===== config.mk =====
export PLATFORM = sky130hd
export DESIGN_NAME = track_sequencer
export DESIGN_NICKNAME = d
export VERILOG_FILES = /design/src/rtl/track_seq_pkg.sv /design/src/rtl/btn_edge_prio.sv /design/src/rtl/track_sequencer.sv
export SDC_FILE = /design/constraint.sdc
export NUM_CORES = 1
export LEC_CHECK = 0
export ABC_CLOCK_PERIOD_IN_PS = 2600
export CORE_MARGIN = 3
export CORE_UTILIZATION = 44
export CTS_CLUSTER_SIZE = 30
export DETAILED_ROUTE_END_ITERATION = 10
export HOLD_SLACK_MARGIN = 0.02
export PLACE_DENSITY = 0.74
export SETUP_SLACK_MARGIN = 0.02
export SLEW_MARGIN = 25
export SYNTH_ARGS = -nofsm -noshare
export SYNTH_HDL_FRONTEND = slang
export SYNTH_SLANG_ARGS = --single-unit

===== constraint.sdc =====
create_clock -name clk -period 2.6 [get_ports clk]
set_input_delay 0.52 -clock clk [delete_from_list [all_inputs] [get_ports clk]]
set_output_delay 0.52 -clock clk [all_outputs]
set_load 0.01 [all_outputs]

===== src/rtl/track_seq_pkg.sv =====
// Shared constants and state encoding for the track record/playback sequencer.
package track_seq_pkg;

    localparam int NOTE_W      = 27;
    localparam int ADDR_W      = 12;
    localparam int NUM_TRACKS  = 5;
    localparam int TRK_W       = 3;
    localparam int TRACK_DEPTH = 512;

    localparam logic [1:0] ST_IDLE = 2'b00;
    localparam logic [1:0] ST_PLAY = 2'b01;
    localparam logic [1:0] ST_REC  = 2'b10;

    typedef enum logic [1:0] {
        S_IDLE = ST_IDLE,
        S_PLAY = ST_PLAY,
        S_REC  = ST_REC
    } seq_state_e;

endpackage


===== src/rtl/btn_edge_prio.sv =====
// Rising-edge detector for the track buttons; reports the lowest-index rising bit.
module btn_edge_prio #(
    parameter int NUM   = 5,
    parameter int IDX_W = 3
) (
    input  logic             clk,
    input  logic             reset,
    input  logic [NUM-1:0]   btn,
    output logic             edge_vld,
    output logic [IDX_W-1:0] edge_idx
);

    logic [NUM-1:0] btn_q;
    logic [NUM-1:0] rise;

    always_ff @(posedge clk or negedge reset) begin
        if (!reset) btn_q <= '0;
        else        btn_q <= btn;
    end

    assign rise     = btn & ~btn_q;
    assign edge_vld = |rise;

    // Scan high to low so the lowest rising index is the one left standing.
    always_comb begin
        edge_idx = '0;
        for (int i = NUM - 1; i >= 0; i--) begin
            if (rise[i]) edge_idx = IDX_W'(i);
        end
    end

endmodule


===== src/rtl/track_sequencer.sv =====
// Record/playback sequencer in front of the note memory, five fixed tracks.
// Define TRACK_SEQ_LOOP_EN to make playback loop at end of track instead of stopping.
module track_sequencer #(
    parameter int NOTE_W      = track_seq_pkg::NOTE_W,
    parameter int ADDR_W      = track_seq_pkg::ADDR_W,
    parameter int TRACK_DEPTH = track_seq_pkg::TRACK_DEPTH
) (
    input  logic              clk,
    input  logic              reset,
    input  logic              tick,
    input  logic [4:0]        btn,
    input  logic              rec_sw,
    input  logic [NOTE_W-1:0] key,
    input  logic [NOTE_W-1:0] mem_rdata,
    output logic [ADDR_W-1:0] mem_addr,
    output logic              mem_we,
    output logic [NOTE_W-1:0] mem_wdata,
    output logic [NOTE_W-1:0] note,
    output logic [1:0]        state,
    output logic [2:0]        track
);
    import track_seq_pkg::*;

    localparam int OFF_W = $clog2(TRACK_DEPTH);
    localparam int LEN_W = OFF_W + 1;

    seq_state_e                           st_q;
    logic [TRK_W-1:0]                     trk_q;
    logic [OFF_W-1:0]                     off_q;
    logic [NUM_TRACKS-1:0][LEN_W-1:0]     len_q;
    logic                                 rec_q;
    logic [NOTE_W-1:0]                    note_q;

    logic                                 edge_vld;
    logic [TRK_W-1:0]                     edge_idx;
    logic [LEN_W-1:0]                     off_inc;
    logic [LEN_W-1:0]                     cur_len;
    logic                                 rec_fall;

    btn_edge_prio #(
        .NUM   (NUM_TRACKS),
        .IDX_W (TRK_W)
    ) u_btn (
        .clk      (clk),
        .reset    (reset),
        .btn      (btn),
        .edge_vld (edge_vld),
        .edge_idx (edge_idx)
    );

    assign off_inc  = LEN_W'(off_q) + LEN_W'(1);
    assign cur_len  = len_q[trk_q];
    assign rec_fall = rec_q & ~rec_sw;

    // A button edge steals the tick of the same clk, so the write is suppressed too.
    assign mem_we    = (st_q == S_REC) && tick && !edge_vld;
    assign mem_wdata = key;
    assign mem_addr  = (ADDR_W'(trk_q) << OFF_W) | ADDR_W'(off_q);
    assign state     = st_q;
    assign track     = trk_q;

    always_comb begin
        note = '0;
        case (st_q)
            S_REC:   note = key;
            S_PLAY:  note = note_q;
            default: note = '0;
        endcase
    end

    always_ff @(posedge clk or negedge reset) begin
        if (!reset) begin
            st_q   <= S_IDLE;
            trk_q  <= '0;
            off_q  <= '0;
            len_q  <= '0;
            rec_q  <= 1'b0;
            note_q <= '0;
        end else begin
            rec_q  <= rec_sw;
            note_q <= mem_rdata;
            if (edge_vld) begin
                if (rec_sw) begin
                    st_q            <= S_REC;
                    trk_q           <= edge_idx;
                    off_q           <= '0;
                    len_q[edge_idx] <= '0;
                end else if (st_q == S_PLAY && edge_idx == trk_q) begin
                    st_q <= S_IDLE;
                end else if (len_q[edge_idx] != '0) begin
                    st_q  <= S_PLAY;
                    trk_q <= edge_idx;
                    off_q <= '0;
                end else begin
                    st_q  <= S_IDLE;
                    trk_q <= edge_idx;
                end
            end else begin
                case (st_q)
                    S_REC: begin
                        // Offset wraps to 0 naturally when the track fills.
                        if (tick) begin
                            off_q        <= off_q + 1'b1;
                            len_q[trk_q] <= off_inc;
                            if (off_inc == LEN_W'(TRACK_DEPTH)) st_q <= S_IDLE;
                        end
                        if (rec_fall) st_q <= S_IDLE;
                    end
                    S_PLAY: begin
                        if (tick) begin
                            if (off_inc == cur_len) begin
                                off_q <= '0;
`ifdef TRACK_SEQ_LOOP_EN
                                st_q  <= S_PLAY;
`else
                                st_q  <= S_IDLE;
`endif
                            end else begin
                                off_q <= off_q + 1'b1;
                            end
                        end
                    end
                    default: ;
                endcase
            end
        end
    end

endmodule


### Yosys cells after proc, flatten, opt, wreduce, memory -nomap -nowiden

Cells that the tools add are included.

* add/sub/neg operators: 2
* $lt $le $gt $ge: 4
* equal/unequal tests: 14
* multiplexer cells: 39
* bitwise logic cells: 7
* reductions and logical operators: 15

Operators with widths (count)
* $mux W50: 4
* $mux W9: 7
* $bmux W10 S3: 2
* $demux W10 S3: 2
* $pmux W27 S2: 1
* $and A50 B50 Y50: 1
* $bwmux W50: 1
* $not A50 Y50: 1
* $mux W10: 4
* $mux W3: 7
* $pmux W9 S2: 1
* $mux W2: 7
* $or A12 B9 Y12: 1
* $add A9 B1 Y10 const B: 1
* $eq A10 B10 Y1: 1
* $eq A10 B10 Y1 const B: 1
* $reduce_and A5 Y1: 2
* $reduce_bool A10 Y1: 1
* $add A9 B1 Y9 const B: 1
* $ne A3 B3 Y1 const B: 3
* $lt A3 B4 Y1 const B: 2
* $ge A3 B1 Y1 const B: 2
* $ne A3 B2 Y1 const B: 2
* $and A5 B5 Y5: 1
* other kinds (18): 25

* bits in registers: 97
* output and inout bits: 72

### Depth between registers and ports, before layout

Gate-level depths: netlist of run 1.

* depth in word-level cells: 15
* mapped depth: 11
* depth with buffers taken out: 9

### Cells and area by module

Synthesis of run 1 repeated with hierarchy kept, for this count alone.

* cells, all modules: 521
* area, all modules: 4997.3 um2

Modules (own cells, without submodules)
* track_sequencer: instances 1, cells an instance 503, area each 4779.6 um2, seq. area each 2302.2 um2
* btn_edge_prio: instances 1, cells an instance 18, area each 217.7 um2, seq. area each 125.1 um2

### Least setup slack after synthesis of run 1

Ideal clock, no wire load.

* path type: reg2reg
* start: register off_q[0]
* end: register off_q[3]
* arrival: 2.390 ns
* setup slack: 0.088 ns
* cell stages (with the launch flop): 11
* buffers on the path: 1
* cell sequence: dfrtp_1 ha_1 and4_1 nand4_1 xor2_1 xor2_1 nor4_4 inv_2 or2_1 buf_6 a32o_1

* word-level cells in the longest chain between the ends: 6

RTL lines
* start: declaration: line track_sequencer.sv:29 `logic [OFF_W-1:0] off_q;`
* start signal: assignment: line track_sequencer.sv:103 `off_q <= off_q + 1'b1;`
* start signal: assignment: line track_sequencer.sv:119 `off_q <= off_q + 1'b1;`
* $add A9 B1 Y10: line track_sequencer.sv:51 `assign off_inc = LEN_W'(off_q) + LEN_W'(1);`
* $eq A10 B10 Y1: line track_sequencer.sv:111 `if (off_inc == cur_len) begin`
* $mux W9: line track_sequencer.sv:111
* $mux W9: line track_sequencer.sv:110 `if (tick) begin`
* $pmux W9 S2 (*): line track_sequencer.sv:99 `case (st_q)`
* $mux W9 (*): line track_sequencer.sv:82 `if (edge_vld) begin`

Mark *: on every way between the ends. The rest lies on a longest branch, timed or not. The select of a mux whose other input is x is not followed.
A chain may end at the register's enable or synchronous reset.

### Final worst setup path of run 1

* start: input btn[3]
* end: register len_q[5] (netlist bit)

* word-level cells in the longest chain between the ends: 13

RTL lines
* start: declaration: line track_sequencer.sv:11 `input logic [4:0] btn,`
* $and A5 B5 Y5 (*): line btn_edge_prio.sv:21 `assign rise = btn & ~btn_q;`
* $mux W3 (4 in a row): line btn_edge_prio.sv:28 `if (rise[i]) edge_idx = IDX_W'(i);`
* $lt A3 B4 Y1 (implied by the code) or $ge A3 B1 Y1 (tied branches): line track_sequencer.sv:87 `len_q[edge_idx] <= '0;`
* $logic_and A1 B1 Y1 (implied by the code): line track_sequencer.sv:87
* $mux W10 (implied by the code): line track_sequencer.sv:87
* $demux W10 S3: line track_sequencer.sv:87
* $not A50 Y50 (no line)
* $and A50 B50 Y50 (no line)
* $mux W50: line track_sequencer.sv:83 `if (rec_sw) begin`
* $mux W50: line track_sequencer.sv:82
* end signal: indexed assignment: line track_sequencer.sv:104 `len_q[trk_q] <= off_inc;`
* end: declaration: line track_sequencer.sv:30 `logic [NUM_TRACKS-1:0][LEN_W-1:0] len_q;`

Marks and branches as above.

==> summary.md, run 1 <==
| Metric | Value |
|---|---|
| Port-buffer cells | 134 |
| DR iter-0 viols | 373 |
| # nets final | 692 |
| Relative slew slack | 41.7% |
| Synth Area in Simple Gates | 15.0% |
| Crit path buffers/inverters | 2 |
| Synth warn | 0 |
| Int Power | 0.00274 W |
| Die ar. | 12600 µm² |
| Hold Path Class | in2async |
| Fillers | 859 |
| Commonest non-fill, non-tap cell in the layout | clkdlybuf4s50_1 |
| Crit Path Class | in2reg |
| Fmax achieved | 400 MHz |
| CP cell instances | clkdlybuf4s50_1 -> nor2b_1 -> nor2_1 -> buf_4 -> nand3_1 -> nand2_1 -> nand2_1 -> a21oi_1 -> a22o_1 |
| FF-to-FF Start | track[1] |
| Sw Share | 27.3% |
| Slowest CP cell | a21oi_1 |
| Gpl congestion | 0.910 |
| DRT Wirelength | 15200 µm |
| CP top delay family | compound AO/OA/AOI/OAI gates |
| Mapped Cells | 479 |
| Share of layout cells above drive strength 1 | 15.2% |
| Sum Neg Setup Slack | 0 ns |
| Finished Cell Area | 7030 µm² |
| Primary FF master, synth | dfrtp_1 |
| Crit path required time | 2.89 ns |
| R2R Setup Slk | 0.16 ns |
| Syn avg cell area | 10.4 µm² |
| Area delta synth->final | 41.7% |
| DR WL/cell | 19.7 µm |
| Async set or reset register ratio after synthesis | 100% |
| Area share of xor/xnor cells in the synthesized design | 3.00% |
| DP Cell Count | 755 |
| Peak supply drop | 319 µV |
| Initial antenna violation count | 0 |
| Worst-margin pin slew | 0.874 ns |
| Setup ws final | 0.0996 ns |
| Number of global-route vias before repair | 4407 |
| Clock-pin slew on the worst setup and hold paths | 0.07 ns |
| Synth Area in Adders | 0.757% |
| DRC viols | 0 |
| Dpl cell area | 6590 µm² |
| Leak | 3.32 nW |
| Postcts setup bufs | 0 |
| Main combinational cell family by area after synthesis | compound AO/OA/AOI/OAI gates |
| Share of power burned in registers | 41.7% |
| Comb power frac | 21.4% |
| PwrDens | 537 nW/µm² |
| Num rows | 38 |
| Total track usage | 23.7% |
| Clock Latency Late Sink | 0.35 ns |
| Number of synthesized flops with an enable pin | 0 |
| Synth Net Count | 545 |
| Most frequent cells in the layout | 111 x clkdlybuf4s50_1, 96 x dfrtp_1, 59 x nor2_1, 56 x buf_4, 45 x a22o_1 |
| Max incr delay on CP | 0.74 ns |
| Clock power share | 36.9% |
| Tcrit/Tclk final | 96.2% |
| Startpoint Class | input port |
| Die X | 112 µm |
| Mux contribution to synthesized area | 3.66% |
| Core Area | 10900 µm² |
| Vias per inst | 5.93 |
| R2r endpoint | off_q[7] |
| Starting Density | 45.3% |
| Pin count of the biggest net entering global routing | 52 |
| Syn Std Cell Area | 4960 µm² |
| Most common cell type on the critical path | nand2_1 |
| Hold Fails Final Rpt | 0 |
| Die Ht | 112 µm |
| Post-DP HPWL | 11300 µm |
| Diodes inserted | 0 |
| TritonCTS clock tree | done |
| TritonCTS buffer count | 9 |
| First-pass GRT wire length | 24000 µm |
| Crit path to | len_q[5] |
| Hold-fix buffer count after cts | 0 |
| CP startpoint | btn[3] |
| CP Capture Type | register |
| Worst slack at placement | -0.210 ns |
| Layout Cells excl Fill | 771 |
| WP depth | 9 |
| Crit path DAT | 2.79 ns |
| Io pins | 135 |
| Psw | 0.00103 W |
| DRT Pass-1 Iters | 7 |
| Sink Count | 97 |
| Root Buffer | clkbuf_16 |
| Crit path time final | 2.50 ns |
| Final Max Tran Viols | 0 |
| Synth Register Bits | 97 |
| Clk_skew | 0.00755 ns |
| Synth Area in Compound Gates | 20.6% |
| Antenna-violating nets left | 0 |
| Final setup fails | 0 |
| Sequential share of the synthesized area | 49.0% |
| RSZ-0062 raised after global routing | yes |
| Critical Path Fanout Max | 10 |
| Total gr overflow | 0 |
| Outcome | completed |
| R2R cell count | 9 |
| Count of different cell masters after synthesis | 49 |
| Routed via count | 4572 |
| Max Cap Violations | 0 |
| Clock Tree Buf Depth | 2 |
| H-tree depth | 3 |
cells in the mapped netlist (all sizes together), types with 3 or more instances:
| cell type | instances | share of area (%) |
|---|---|---|
| dfrtp | 97 | 49 |
| nor2 | 59 | 4.5 |
| a22o | 45 | 7.9 |
| buf | 45 | 6.5 |
| a22oi | 27 | 4.1 |
| nand2 | 18 | 1.4 |
| mux2i | 17 | 3.4 |
| o21ai | 15 | 1.5 |
| clkbuf | 13 | 0.98 |
| nand3 | 12 | 1.2 |
| nor4 | 12 | 1.8 |
| a21oi | 11 | 1.1 |
| a32o | 11 | 2.2 |
| nand2b | 11 | 1.4 |
| xnor2 | 10 | 1.8 |
| nor3 | 9 | 1.1 |
| inv | 7 | 0.53 |
| nor2b | 7 | 0.88 |
| xor2 | 7 | 1.2 |
| a2bb2oi | 4 | 0.71 |
| nand3b | 4 | 0.61 |
| o211ai | 4 | 0.61 |
| a31oi | 3 | 0.38 |
| ha | 3 | 0.76 |
| nand4 | 3 | 0.38 |
| o22ai | 3 | 0.38 |
layout make-up:
cell class                      count  area, µm²  share of cell area [%]
Clock buffer                       10        239                    3.40
Clock inverter                      6       72.6                    1.03
Inverter                            7       26.3                   0.374
Multi-Input combinational cell    317       2200                    31.3
Sequential cell                    97       2430                    34.6
Tap cell                          140        175                    2.49
Timing Repair Buffer              194       1890                    26.9
cell families after synthesis:
family,after synthesis
xor gates and xnor gates,17
muxes,18
and+or+nand+nor,146
buffers and inverters,65
AOI/OAI and AO/OA,133
DFF,97
adders and majority gates,3
timing repair:
item | in CTS | in global routing
endpoints found under the setup margin | 33 | 65
pin swaps | 2 | 2
resized for setup | 8 | 32
cloned | 0 | 0
how the worst min path moves through the flow:
stage / startpoint / to / depth (start not counted)
finish: reset / len_q[5] / 1
CTS: reset / len_q[8] / 1
detailed placement: len_q[47] / len_q[47] / 2
global route: reset / len_q[5] / 1
floorplan: reset / len_q[0] / 0
global placement: len_q[47] / len_q[47] / 2
through the flow:
step | utilization (%) | power, W | hold slack (ns)
after floorplan | - | 0.00198 | 0.224
after global placement | 60.3 | 0.00238 | 0.491
after detailed placement | 60.3 | 0.00239 | 0.506
after CTS | 63.2 | 0.00378 | 0.216
after global routing | 64.2 | 0.00393 | 0.239
final | 64.2 | 0.00377 | 0.188
sequential cells by signal (all words and copies together) (netlist names):
register     cells
len_q           50
note_q          27
off_q            9
u_btn.btn_q      5
track            3
state            2
rec_q            1
power by group through the flow:
stage | registers, W | clock network [W] | logic, W
after detailed placement | 0.00160 | 0 | 0.000793
final | 0.00157 | 0.00139 | 0.000808
after global routing | 0.00158 | 0.00149 | 0.000864
after floorplan | 0.00160 | 0 | 0.000375
after global placement | 0.00160 | 0 | 0.000780
after CTS | 0.00157 | 0.00141 | 0.000796
per-layer routing:
layer,global-route usage [%],vias up,part of all wire [%]
met5,0,-,0
met4,4.41,0,1.0
met3,4.31,19,7.6
met2,40.3,234,49
met1,32.3,2283,42
li1,-,2036,-
No activity file was read; power rests on OpenSTA's default activity.
==> run 2, diff against run 1 <==
--- a/config.mk
+++ b/config.mk
@@ -10,8 +10,8 @@
 export CORE_UTILIZATION = 44
 export CTS_CLUSTER_SIZE = 30
 export DETAILED_ROUTE_END_ITERATION = 10
+export DONT_BUFFER_PORTS = 1
 export HOLD_SLACK_MARGIN = 0.02
-export PLACE_DENSITY = 0.74
 export SETUP_SLACK_MARGIN = 0.02
 export SLEW_MARGIN = 25
 export SYNTH_ARGS = -nofsm -noshare
==> run 2 against run 1 <==
Effect of this change: the flow now finishes with violations (negative hold slack); critical path depth fell by 6; sequential share of layout area increased by 11 points; first-iteration DRC count decreased by 19%; combinational power shrank 46%; clock power barely moved; count of clock-buffer cells in the layout increased by 3; final area is 25% lower; power shrank 9.7%; worst setup slack gained 0.063 ns; routed wire length shrank 15%; register-to-register slack hardly changed; flip-flop and latch count unchanged; largest cell class unchanged.
==> summary.md, run 2 (synthesis results as in run 1) <==
| Metric | Value |
|---|---|
| Outcome | finished with violations (was completed) |
| Failing checks | negative hold slack |
| Crit path time final | 2.44 ns (was 2.50 ns) |
| Vias per inst | 6.21 (was 5.93) |
| Routed via count | 3746 (was 4572) |
| Worst slack at placement | 0.0264 ns (was -0.210 ns) |
| Final setup fails | 0 (unchanged) |
| R2R cell count | 9 (unchanged) |
| Largest regs | len_q: 50 flops, note_q: 27 flops, off_q: 9 flops (unchanged) |
| PwrDens | 642 nW/µm² (was 537 nW/µm²) |
| Fmax achieved | 410 MHz (was 400 MHz) |
| Initial antenna violation count | 0 (unchanged) |
| Num rows | 38 (unchanged) |
| DR WL met3 | 952 µm (was 1160 µm) |
| Leak | 2.30 nW (was 3.32 nW) |
| WHS | -0.143 ns (was 0.188 ns) |
| Die ar. | 12600 µm² (unchanged) |
| DRT Pass-1 Iters | 5 (was 7) |
| Max Cap Violations | 0 (unchanged) |
| Critical Path Fanout Max | 27 (was 10) |
| Clock Latency Late Sink | 0.35 ns (about the same) |
| Max incr delay on CP | 0.81 ns (was 0.74 ns) |
| Tcrit/Tclk final | 93.8% (was 96.2%) |
| Dpl cell area | 4970 µm² (was 6590 µm²) |
| Clk_skew | 0.00697 ns (was 0.00755 ns) |
| Diodes inserted | 0 (unchanged) |
| Die Ht | 112 µm (unchanged) |
| Clock Tree Buf Depth | 2 (unchanged) |
| Crit path DAT | 1.92 ns (was 2.79 ns) |
| Port-buffer cells | 0 (was 134) |
| Slowest CP cell | ha_1 (was a21oi_1) |
| TritonCTS clock tree | done (unchanged) |
| H-tree depth | 3 (unchanged) |
| Die X | 112 µm (unchanged) |
| Antenna-violating nets left | 0 (unchanged) |
| DP Cell Count | 587 (was 755) |
| Crit path required time | 2.08 ns (was 2.89 ns) |
| FF-to-FF Start | off_q[1] (was track[1]) |
| CP cell instances | inv_1 -> ha_1 -> nor2_1 (was clkdlybuf4s50_1 -> nor2b_1 -> nor2_1 -> buf_4 -> nand3_1 -> nand2_1 -> nand2_1 -> a21oi_1 -> a22o_1) |
| DR WL/cell | 21.6 µm (was 19.7 µm) |
| Met1 wire length | 5500 µm (was 6400 µm) |
| CP Capture Type | output port (was register) |
| Io pins | 135 (unchanged) |
| Crit Path Class | reg2out (was in2reg) |
| Relative slew slack | 42.7% (was 41.7%) |
| Gpl congestion | 0.861 (was 0.910) |
| Startpoint Class | register (was input port) |
| Area delta synth->final | 6.91% (was 41.7%) |
| Post-DP HPWL | 9560 µm (was 11300 µm) |
| Hold Path Class | in2async (unchanged) |
| Sum Neg Setup Slack | 0 ns (unchanged) |
| # nets final | 524 (was 692) |
| Top routing layer in use | met4 (unchanged) |
| Core Area | 10900 µm² (unchanged) |
| Final Max Tran Viols | 0 (unchanged) |
| DRT Wirelength | 13000 µm (was 15200 µm) |
| Starting Density | 45.3% (unchanged) |
| TritonCTS buffer count | 9 (unchanged) |
| Total gr overflow | 0 (unchanged) |
| Setup ws final | 0.162 ns (was 0.0996 ns) |
| Fillers | 1034 (was 859) |
| First-pass GRT wire length | 20400 µm (was 24000 µm) |
| Finished Cell Area | 5300 µm² (was 7030 µm²) |
| Number of global-route vias before repair | 3716 (was 4407) |
| Root Buffer | clkbuf_16 (unchanged) |
| Share of layout cells above drive strength 1 | 11.4% (was 15.2%) |
| Hold Fails Final Rpt | 97 (was 0) |
| DR iter-0 viols | 301 (was 373) |
| RSZ-0062 raised after global routing | yes (unchanged) |
| Wire length on met2 | 6310 µm (was 7520 µm) |
| Most frequent cells in the layout | 96 x dfrtp_1, 59 x nor2_1, 45 x a22o_1, 27 x a22oi_1, 25 x buf_4 (was 111 x clkdlybuf4s50_1, 96 x dfrtp_1, 59 x nor2_1, 56 x buf_4, 45 x a22o_1) |
| R2R Setup Slk | 0.17 ns (was 0.16 ns) |
| R2r endpoint | off_q[6] (was off_q[7]) |
| DRC viols | 0 (unchanged) |
| Total track usage | 20.5% (was 23.7%) |
| Sink Count | 97 (unchanged) |
| Worst-margin pin slew | 0.855 ns (was 0.874 ns) |
| Peak supply drop | 350 µV (was 319 µV) |
| Max reg flops | 50 (unchanged) |
| Biggest register | len_q (unchanged) |
| Commonest non-fill, non-tap cell in the layout | dfrtp_1 (was clkdlybuf4s50_1) |
| Pin count of the biggest net entering global routing | 98 (was 52) |
| Layout Cells excl Fill | 603 (was 771) |
| Clock-pin slew on the worst setup and hold paths | 0.07 ns (about the same) |
run 2: layer usage:
metal,up-vias,track usage [%]
li1,1691,-
met1,1865,25.9
met2,170,34.3
met3,20,4.64
met4,0,8.25
met5,-,0
run 2: per-stage QoR:
stage / utilization (%) / hold slack (ns) / total power [W]
detailed placement: 45.5 / 0.228 / 0.00204
floorplan: - / 0.224 / 0.00198
global route: 48.5 / -0.159 / 0.00353
finish: 48.5 / -0.143 / 0.00341
global placement: 45.5 / 0.227 / 0.00203
CTS: 48.4 / -0.151 / 0.00343
run 2: worst max path at each step:
stage	startpoint	end	slack, ns	cells past startpoint
after floorplan	off_q[0]	off_q[3]	0.09	10
after global placement	track[0]	off_q[5]	0.06	8
after detailed placement	track[0]	off_q[6]	0.03	8
after CTS	off_q[1]	off_q[6]	0.03	9
after global routing	track[2]	off_q[6]	0.01	9
final	state[0]	note[21]	0.16	3
run 2: worst max-delay path, delay by kind of cell, from the launching register on:
kind | cells | cell delay (ns)
adder cells (fa/ha/maj) | 1 | 0.81
flip-flops | 1 | 0.47
AND/OR/NAND/NOR | 1 | 0.21
buffers and inverters | 1 | 0.07
run 2: cell type report:
class / count / area (µm²) / area share, %
multi-input combinational: 317 / 2160 / 40.7
clock inverter: 3 / 47.5 / 0.897
sequential: 97 / 2430 / 45.8
inverter: 7 / 26.3 / 0.496
timing repair buffer: 26 / 208 / 3.92
tap: 140 / 175 / 3.30
clock buffer: 13 / 260 / 4.91
run 2: power by group:
part           internal [W]  switching [W]  leakage [nW]
sequential          0.00155      0.0000291          1.27
clock              0.000805       0.000584         0.150
combinational      0.000159       0.000279         0.874
total               0.00251       0.000892          2.30
run 2: timing repair:
action / CTS / global route
buffers inserted: 0 / 0
setup endpoints to repair: 5 / 9
gates resized for setup: 2 / 5
pin swaps: 0 / 1
endpoints found under the hold margin: 97 / 97
==> run 3, diff against run 2 <==
--- a/config.mk
+++ b/config.mk
@@ -5,13 +5,14 @@
 export SDC_FILE = /design/constraint.sdc
 export NUM_CORES = 1
 export LEC_CHECK = 0
+export ABC_AREA = 1
 export ABC_CLOCK_PERIOD_IN_PS = 2600
 export CORE_MARGIN = 3
 export CORE_UTILIZATION = 44
 export CTS_CLUSTER_SIZE = 30
 export DETAILED_ROUTE_END_ITERATION = 10
-export DONT_BUFFER_PORTS = 1
 export HOLD_SLACK_MARGIN = 0.02
+export PLACE_DENSITY = 0.73
 export SETUP_SLACK_MARGIN = 0.02
 export SLEW_MARGIN = 25
 export SYNTH_ARGS = -nofsm -noshare
==> run 3 against run 2 <==
Effect of this change: the run now ends clean; routed wire length up 35%; count of clock-buffer cells in the layout decreased by 4; combinational power increased to 3.3 times the previous value; highest routed layer unchanged.
==> summary.md, run 3 <==
| Metric | Value |
|---|---|
| Outcome | completed (was finished with violations) |
| Final Max Tran Viols | 0 (unchanged) |
| Synth warn | 0 (unchanged) |
| Max reg flops | 50 (unchanged) |
| DR WL met3 | 1290 µm (was 952 µm) |
| Largest regs | len_q: 50 flops, note_q: 27 flops, off_q: 9 flops (unchanged) |
| R2R Setup Slk | 0.30 ns (was 0.17 ns) |
| Fmax achieved | 421 MHz (was 410 MHz) |
| Slowest CP cell | clkdlybuf4s50_1 (was ha_1) |
| Critical Path Fanout Max | 3 (was 27) |
| Met1 wire length | 7510 µm (was 5500 µm) |
| CP top delay family | buffers and inverters (was adder cells) |
| Initial antenna violation count | 0 (unchanged) |
| Core Area | 12100 µm² (was 10900 µm²) |
| Hold-fix buffer count after cts | 0 |
| Sink Count | 97 (unchanged) |
| Syn avg cell area | 7.60 µm² (was 10.4 µm²) |
| Tcrit/Tclk final | 91.4% (was 93.8%) |
| Starting Density | 45.2% (was 45.3%) |
| Leak | 3.63 nW (was 2.30 nW) |
| Startpoint Class | input port (was register) |
| Total gr overflow | 0 (unchanged) |
| # nets final | 911 (was 524) |
| Sequential share of the synthesized area | 44.5% (was 49.0%) |
| Most common cell type on the critical path | nand2_1 |
| Die X | 117 µm (was 112 µm) |
| Crit path time final | 2.38 ns (was 2.44 ns) |
| Vias per inst | 5.29 (was 6.21) |
| DR WL/cell | 17.3 µm (was 21.6 µm) |
| DRT Pass-1 Iters | 6 (was 5) |
| Mapped Cells | 718 (was 479) |
| DRT Wirelength | 17600 µm (was 13000 µm) |
| Postcts setup bufs | 0 (unchanged) |
| CP cell instances | clkdlybuf4s50_1 -> nand2_1 -> nand2_1 -> nor2_2 -> nand2_2 -> nor2_2 -> nand2_1 -> inv_1 -> clkdlybuf4s15_1 (was inv_1 -> ha_1 -> nor2_1) |
| Psw | 0.00149 W (was 0.000892 W) |
| Commonest non-fill, non-tap cell in the layout | nand2_1 (was dfrtp_1) |
| Gpl congestion | 0.979 (was 0.861) |
| Hold Path Class | in2async (unchanged) |
| Biggest register | len_q (unchanged) |
| R2R cell count | 13 (was 9) |
| TritonCTS clock tree | done (unchanged) |
| Max incr delay on CP | 0.45 ns (was 0.81 ns) |
| Hold Fails Final Rpt | 0 (was 97) |
| Worst-margin pin slew | 0.532 ns (was 0.855 ns) |
| Routed via count | 5386 (was 3746) |
| Yosys top cell area share | 44.5% (was 49.0%) |
| RSZ-0062 raised after global routing | no (was yes) |
| Overall power | 0.00435 W (was 0.00341 W) |
| Number of global-route vias before repair | 5068 (was 3716) |
| Pin count of the biggest net entering global routing | 58 (was 98) |
| Synth Net Count | 784 (was 545) |
| First-pass GRT wire length | 27900 µm (was 20400 µm) |
| Primary FF master, synth | dfrtp_1 (unchanged) |
| WHS | 0.158 ns (was -0.143 ns) |
| Top routing layer in use | met4 (unchanged) |
| Clock Latency Late Sink | 0.34 ns (was 0.35 ns) |
| PwrDens | 599 nW/µm² (was 642 nW/µm²) |
| Root Buffer | clkbuf_16 (unchanged) |
| DRC viols | 0 (unchanged) |
| TritonCTS buffer count | 9 (unchanged) |
| Final setup fails | 0 (unchanged) |
| Area delta synth->final | 33.0% (was 6.91%) |
| Antenna-violating nets left | 0 (unchanged) |
| Worst slack at placement | -0.0898 ns (was 0.0264 ns) |
| Most frequent cells in the layout | 178 x nand2_1, 105 x clkdlybuf4s50_1, 97 x dfrtp_1, 92 x inv_1, 67 x nand3_1 (was 96 x dfrtp_1, 59 x nor2_1, 45 x a22o_1, 27 x a22oi_1, 25 x buf_4) |
| R2r endpoint | off_q[4] (was off_q[6]) |
| Io pins | 135 (unchanged) |
| Die Ht | 117 µm (was 112 µm) |
| Crit path buffers/inverters | 3 (was 1) |
| Area contributors post-synth | dfrtp_1 44%, nand2_1 12%, inv_1 6.3% (was dfrtp_1 49%, a22o_1 7.9%, buf_4 4.8%) |
| Syn Std Cell Area | 5460 µm² (was 4960 µm²) |
| Comb power frac | 33.0% (was 12.8%) |
| Num rows | 40 (was 38) |
| Count of different cell masters after synthesis | 37 (was 49) |
| Total track usage | 25.4% (was 20.5%) |
| Synth Register Bits | 97 (unchanged) |
| Setup ws final | 0.223 ns (was 0.162 ns) |
| Share of power burned in registers | 38.8% (was 46.4%) |
| Clock Tree Buf Depth | 2 (unchanged) |
| Relative slew slack | 64.5% (was 42.7%) |
| FF-to-FF Start | track[2] (was off_q[1]) |
| Crit Path Class | in2out (was reg2out) |
| Clock power share | 28.2% (was 40.8%) |
| Port-buffer cells | 134 (was 0) |
| Die ar. | 13800 µm² (was 12600 µm²) |
| Synth cell count leaders | 178 x nand2_1, 97 x dfrtp_1, 92 x inv_1 (was 97 x dfrtp_1, 59 x nor2_1, 45 x a22o_1) |
| CP Capture Type | output port (unchanged) |
| Post-DP HPWL | 13900 µm (was 9560 µm) |
| Share of layout cells above drive strength 1 | 10.9% (was 11.4%) |
| Peak supply drop | 290 µV (was 350 µV) |
| DR iter-0 viols | 328 (was 301) |
| Clk_skew | 0.00799 ns (was 0.00697 ns) |
| Max Cap Violations | 0 (unchanged) |
| Diodes inserted | 0 (unchanged) |
| Cell taking the most area after synthesis | dfrtp_1 (unchanged) |
| Crit path required time | 2.08 ns (about the same) |
| Wire length on met2 | 8360 µm (was 6310 µm) |
| Number of synthesized flops with an enable pin | 0 (unchanged) |
| Int Power | 0.00285 W (was 0.00251 W) |
| Crit path DAT | 1.86 ns (was 1.92 ns) |
| Top-count cell post-synth | nand2_1 (was dfrtp_1) |
| Async set or reset register ratio after synthesis | 100% (unchanged) |
| Clock-pin slew on the worst setup and hold paths | 0.06 ns (was 0.07 ns) |
| Sw Share | 34.4% (was 26.2%) |
| H-tree depth | 3 (unchanged) |
==> run 3: cell types whose count changed after synthesis, moves of 15 or more <==
cell / previous run / this run
inv_1: 5 / 92
mux2i_1: 17 / 0
a22o_1: 45 / 0
o22ai_1: 3 / 43
a22oi_1: 27 / 0
a21oi_1: 11 / 29
nand3_1: 12 / 67
nand2_1: 18 / 178
nand4_1: 3 / 18
==> run 3: layout make-up <==
class,instances,area (µm²)
timing repair buffer,166,1650
clock inverter,7,47.5
multi-input combinational,467,2310
tap,168,210
fill,1109,4810
inverter,104,393
clock buffer,9,225
sequential,97,2430
==> run 3: logic make-up after synthesis <==
| group | after synthesis | synth area share (%) |
|---|---|---|
| and+or+nand+nor | 349 | 29.1 |
| AOI/OAI and AO/OA | 113 | 11.9 |
| DFF | 97 | 44.5 |
| xor gates and xnor gates | 2 | 0.321 |
| adders and majority gates | 3 | 0.688 |
| buffers and inverters | 154 | 13.5 |
==> run 3: how the worst max path moves through the flow <==
stage,startpoint,endpoint,depth (start not counted)
finish,btn[3],mem_we,9
floorplan,state[1],note[0],6
global route,btn[2],mem_we,9
global placement,btn[3],mem_we,9
CTS,state[0],note[21],5
detailed placement,btn[3],mem_we,9
==> run 3: metal layers <==
metal	vias up	global-route usage, %
met2	234	42.4
met4	0	7.99
li1	2571	-
met5	-	0
met1	2548	33.5
met3	33	4.92
==> run 3: metrics by stage <==
step / instance area [µm²] / util [%] / std cells / TNS (ns)
after floorplan: 5460 / - / 718 / 0
after CTS: 7210 / 59.8 / 1018 / 0
final: 7260 / 60.2 / 1018 / 0
after global placement: 6940 / 57.5 / 1002 / -0.0558
after detailed placement: 6940 / 57.5 / 1002 / -0.0898
after global routing: 7260 / 60.2 / 1018 / 0
==> run 3: timing repair <==
action                                  CTS  global route
endpoints found under the setup margin   23            17
pin swaps                                 0             1
resized for setup                        15            19
gates cloned                              0             0
==> run 3: power by group through the flow <==
| stage | sequential [W] | clock (W) | combinational [W] |
|---|---|---|---|
| floorplan | 0.00169 | 0 | 0.000839 |
| global placement | 0.00171 | 0 | 0.00143 |
| detailed placement | 0.00171 | 0 | 0.00145 |
| CTS | 0.00169 | 0.00124 | 0.00144 |
| global route | 0.00170 | 0.00130 | 0.00157 |
| finish | 0.00169 | 0.00122 | 0.00143 |
